**src/rtl/hamming_7_4_decoder.sv**
```systemverilog
// hamming_7_4_decoder: 2-stage streaming Hamming(7,4) SEC decoder with saturating corrected-word counter
module hamming_7_4_decoder #(
  parameter int CNT_W = 16
) (
  input  logic             clk,
  input  logic             rst,
  input  logic             in_valid,
  output logic             in_ready,
  input  logic [6:0]       in_code,
  output logic             out_valid,
  input  logic             out_ready,
  output logic [3:0]       out_data,
  output logic             out_err,
  output logic [2:0]       out_syndrome,
  input  logic             cnt_clr,
  output logic [CNT_W-1:0] err_count
);
  logic       advance, s1_valid, inc;
  logic [6:0] s1_code, fixed;
  logic [2:0] s1_syn, syn;
  logic [7:0] flip;
  always_comb begin
    syn = {^{in_code[3], in_code[4], in_code[5], in_code[6]},
           ^{in_code[1], in_code[2], in_code[5], in_code[6]},
           ^{in_code[0], in_code[2], in_code[4], in_code[6]}};
    // one-hot at position s; bit 0 (s=0) is dropped so a clean word is untouched
    flip    = 8'b1 << s1_syn;
    fixed   = s1_code ^ flip[7:1];
    advance = !out_valid || out_ready;
    inc     = advance && s1_valid && s1_syn != 3'd0;
  end
  assign in_ready = advance && !rst;
  always_ff @(posedge clk) begin
    if (rst) begin
      s1_valid     <= 1'b0;
      s1_code      <= '0;
      s1_syn       <= '0;
      out_valid    <= 1'b0;
      out_data     <= '0;
      out_err      <= 1'b0;
      out_syndrome <= '0;
      err_count    <= '0;
    end else begin
      if (advance) begin
        s1_valid     <= in_valid;
        s1_code      <= in_valid ? in_code : s1_code;
        s1_syn       <= in_valid ? syn : s1_syn;
        out_valid    <= s1_valid;
        out_data     <= {fixed[6], fixed[5], fixed[4], fixed[2]};
        out_err      <= s1_syn != 3'd0;
        out_syndrome <= s1_syn;
      end
      err_count <= cnt_clr ? CNT_W'(inc) :
                   (inc && !(&err_count)) ? err_count + CNT_W'(1) : err_count;
    end
  end
endmodule

```
**config.mk**
```make
export PLATFORM = sky130hd
export DESIGN_NAME = hamming_7_4_decoder
export DESIGN_NICKNAME = d
export VERILOG_FILES = /design/src/rtl/hamming_7_4_decoder.sv
export SDC_FILE = /design/constraint.sdc
export NUM_CORES = 1
export LEC_CHECK = 0
export CAP_MARGIN = 10
export CORE_ASPECT_RATIO = 1.4
export CORE_MARGIN = 2
export CORE_UTILIZATION = 49
export DETAILED_ROUTE_END_ITERATION = 12
export HOLD_SLACK_MARGIN = 0.03
export PLACE_DENSITY = 0.81
export SYNTH_ARGS = -nofsm -noshare
export SYNTH_HDL_FRONTEND = slang
export SYNTH_SLANG_ARGS = --single-unit
```
**constraint.sdc**
```tcl
create_clock -name clk -period 2.54 [get_ports clk]
set_clock_uncertainty 0.15 [all_clocks]
set_input_delay 0.635 -clock clk [delete_from_list [all_inputs] [get_ports clk]]
set_output_delay 0.635 -clock clk [all_outputs]
set_load 0.05 [all_outputs]
```
======== Word-level counts from Yosys, hierarchy flattened ========
Cells that the tools add are included.
storage, ports and cells
  memories ................................ 0
  output and inout bits ................... 26
  latch bits .............................. 0
  memory bits (writable) .................. 0
  register bits ........................... 36
  bits of input ports ..................... 12
  logic and storage cells ................. 30
  bits in read-only memories .............. 0
operators by class
  reduce and logical (&&, ||, !) cells .... 16
  $add $sub $neg .......................... 1
  bitwise operators ....................... 1
  shift operators ......................... 1
  divide/modulo/power cells ............... 0
  multiply operators ...................... 0
  mux-type cells .......................... 2
  equal/unequal tests ..................... 0
  order comparisons ....................... 0
operators by type and width
  kind                                             number
  adder 16 x 1 -> 16 bit, second input constant    1
  AND reduction 16 bit                             1
  parity 4 bit                                     3
  left shift 1 x 3 -> 8 bit, first input constant  1
  XOR 7 bit                                        1
  logical AND 1 bit                                4
  zero test 1 bit                                  3
  nonzero test 3 bit                               1
  2-to-1 mux 1 bit                                 2
  AND reduction 2 bit                              1
  nonzero test 2 bit                               1
  OR reduction 2 bit                               1
  logical OR 1 bit                                 1

======== Depth between registers and ports, before layout ========
  depth in word-level cells ............... 7
  mapped depth ............................ 6
  depth with buffers taken out ............ 5

======== Least setup slack after synthesis ========
OpenSTA, ideal clock, no wires.
  path type ............................... input -> output
  start ................................... in rst
  end ..................................... out in_ready
  buffers on the path ..................... 3
  slack ................................... -115 ps
  cell stages on the path ................. 4
  arrival time ............................ 1,870 ps
  required time ........................... 1,755 ps
  path through ............................ clkbuf_1 > clkbuf_1 > clkbuf_1 > nor2_1
on the way
  longest elaborated chain between the ends .. 2
RTL lines
  item               RTL line  source
  from (decl)        6         input logic rst,
  zero test 1 bit    32        assign in_ready = advance && !rst;
  logical AND 1 bit  32
  to (decl)          8         output logic in_ready,
No other way between the ends.

======== Worst setup path in the final report ========
  start ................................... in out_ready
  end ..................................... out in_ready
on the way
  longest elaborated chain between the ends .. 2
RTL lines
  item               RTL line  source
  from (decl)        11        input logic out_ready,
  logical OR 1 bit   29        advance = !out_valid || out_ready;
  logical AND 1 bit  32
No other way between the ends.

==> run_results.csv <==
group,metric,value,unit
place,gp_congestion,0.807,
floorplanning,core_area,3120,um^2
synth,synth_simple_gate_area_share,28.4,%
sta,min_period,2440,ps
synth,yosysTopAreaCellShare,41.1,%
synth,yosysUniqueCellTypes,38,
place,dp.cells,265,
global_routing,grt_pass1_wl,6.43,mm
critical_path,r2r-end,"err_count[12]",
place,dp_hpwl,2.87,mm
drt,routedWlPerCell,14.2,um
sta,finalSetupViolCount,0,
synth,yosysMostFrequentCell,"dfxtp_1",
synth,synth_edf_count,0,
floorplanning,boundaryPins,38,
cells_and_area,drive_gt1_share,8.97,%
critical_path,critPathLaunchType,"primary input",
sta,rsz0062_at_grt,"no",
floorplanning,rows,24,
cells_and_area,fin_cells,273,
critical_path,critPathBufInv,3,
clocking,hold_buffers,0,
clocking,cts_resized,0,
outcome,outcome,"finished, final reports clean",
synth,synthAdderAreaFrac,0.778,%
floorplanning,die_w,52.4,um
clocking,cts_tree,"built",
synth,yosysWarnings,0,
cells_and_area,synthToLayoutAreaGrowth,34.8,%
global_routing,grt_pass1_vias,1527,
synth,yosysTopAreaCell,"dfxtp_1",
drt,vias,1610,
critical_path,r2r-start,"err_count[0]",
drt,route.detailed.drc,0,
global_routing,grt_overflow,0,
floorplanning,die-area,3760,um^2
run,maxCapViolCount,0,
clocking,clock_latency,290,ps
synth,synth_top_family_by_area,"simple AND/OR/NAND/NOR gates",
clocking,clockRootBuffer,"clkbuf_8",
drt,drtIter0Drc,54,
global_routing,grt_start_max_net_pins,28,
floorplanning,die_h,71.8,um
hold_path,whs_path_depth,2,
critical_path,worstPathArrival,1650,ps
synth,synth_top_cells_by_count,"dfxtp_1, nand2_1, a21oi_1",
power_and_ir_drop,irDropWorstVdd,0.423,mV
drt,drt-total-wl,3.87,mm
critical_path,end_kind,"primary output",
critical_path,required,1750,ps
clocking,numCtsBuffers,5,
power_and_ir_drop,p_leak,0.000758,uW
critical_path,path_max_fanout,5,
hold_path,holdCritPathClass,"reg2reg",
critical_path,critPathSlowestCell,"clkdlybuf4s50_1",
clocking,cts.sinks,33,
critical_path,timing.reg2reg.setup_slack,180,ps
critical_path,crit_type,"in2out",
clocking,cts_max_level,2,
sta,slew_viol_final,0,
synth,synthArstFlopShare,0,%
critical_path,path_cells,"clkdlybuf4s50_1 > nor2b_1 > buf_4 > nor2_2 > buf_12",
clocking,post_cts.repair.setup_buffers,0,
hold_path,timing.hold.worst_endpoint,"out_syndrome[1]",
global_routing,antenna_found_initial,0,
critical_path,max_stage_delay,410,ps
synth,ys.flop_type,"dfxtp_1",
cells_and_area,antenna_cells,0,
synth,synthesis.nets,205,
sta,setup_tns,0,ps
place,port_buffers,37,
sta,fin_crit_sh,96.0,%
floorplanning,initial_utilization,51.5,%
drt,firstDrtPassIters,4,
drt,postRouteAntennaNets,0,
global_routing,grt_use_total,22.5,%
drt,vias_per_cell,5.90,
critical_path,reg2reg_depth,5,
cells_and_area,fillCellCount,257,
critical_path,cp_top_family,"buffers and inverters",
cells_and_area,nets,246,
sta,hold_violations,0,
clocking,cts.path.max_buffers,2,
sta,worst_slew_pin_slew,580,ps
synth,synth-seq-area-share,41.1,%
clocking,clk_pin_slew,70,ps
synth,synth_mux_area_share,3.74,%
synth,yosys_register_bits,33,
sta,slew-limit-headroom,60.9,%
synth,synthXorXnorAreaFrac,5.45,%
synth,synth_area,1610,um^2
power_and_ir_drop,p_per_area,547,nW/um^2
sta,fmax,410,MHz
synth,syn_avg_cell_area,8.37,um^2
synth,synth_compound_gate_area_share,16.5,%
hold_path,min_from,"out_syndrome[1]",
synth,ys_top_cells_by_area,"dfxtp_1, nand2_1, a21oi_1, xor2_1, mux2i_1",
synth,synthCells,192,
cell usage in the layout, fill, tap and decap left out, types with 2 or more instances in the layout:
cell type	instances
xor2_1	7
nor4_1	7
o21ai_0	4
clkdlybuf4s50_1	36
nor2_1	10
nand2_1	29
a21oi_1	16
buf_4	8
xnor2_1	3
nor3_1	3
nand4_1	4
o31ai_1	5
mux2i_1	6
a311oi_1	2
nand3_1	7
or3_1	9
clkbuf_8	7
and4_1	2
buf_12	2
or4_1	6
a41o_1	2
dfxtp_1	33
a211oi_1	6
inv_1	3
routing by layer:
| layer | global-route usage (%) | wire, um | up-vias |
|---|---|---|---|
| li1 | - | - | 790 |
| met1 | 23.6 | 1530 | 739 |
| met2 | 38.1 | 2000 | 66 |
| met3 | 5.83 | 211 | 15 |
| met4 | 15.1 | 129 | 0 |
| met5 | 0 | 0 | - |
worst reg2reg max path: cells and delay by family, from the launching register on:
kind,cells,cell delay [ps]
and+or+nand+nor,3,1320
DFF,1,400
adders and majority gates,1,260
AOI/OAI and AO/OA,1,160
cell type report:
type / count / area [um^2] / share of cell area (%)
Timing Repair Buffer: 46 / 460 / 21.2
Inverter: 3 / 11.3 / 0.520
Multi-Input combinational cell: 144 / 885 / 40.8
Tap cell: 39 / 48.8 / 2.25
Clock inverter: 1 / 5.00 / 0.231
Clock buffer: 7 / 96.3 / 4.45
Sequential cell: 33 / 661 / 30.5
sequential cells by signal (all words and copies together), names as in the netlist:
register,count
out_syndrome,3
err_count,16
s1_syn,3
out_valid,1
out_err,1
s1_code,4
s1_valid,1
out_data,4
worst max path at each step:
stage / from / to / cells past startpoint
2_1_floorplan: err_count[1] / err_count[12] / 6
5_1_grt: err_count[0] / err_count[14] / 5
3_5_place_dp: out_ready / err_count[12] / 5
4_1_cts: out_ready / in_ready / 5
6_report: out_ready / in_ready / 5
3_3_place_gp: out_ready / err_count[14] / 5
cells by family (layout without fill, tap and decap cells):
kind of cell             Yosys count  in the layout
flip-flops                        33             33
XOR/XNOR                          10             10
buffers and inverters             15             57
AND/OR/NAND/NOR                   87             87
multiplexers                       6              6
adder cells (fa/ha/maj)            1              1
AO/OA/AOI/OAI                     40             40
power by group:
group | internal [uW] | switching (uW)
logic | 78.5 | 110
registers | 539 | 20.3
clock network | 245 | 192
total | 862 | 322
through the flow:
step                setup WS, ps  hold slack, ps  power (uW)  instance area [um^2]  util (%)
finish                       101             302        1180                  2170      69.4
global route                35.6             330        1230                  2170      69.4
floorplan                   32.4             286         684                  1610         -
detailed placement          -142             298         760                  2070      66.1
global placement           -78.4             295         754                  2070      66.1
CTS                         95.3             309        1200                  2170      69.4
No activity file was read; power rests on OpenSTA's default activity.
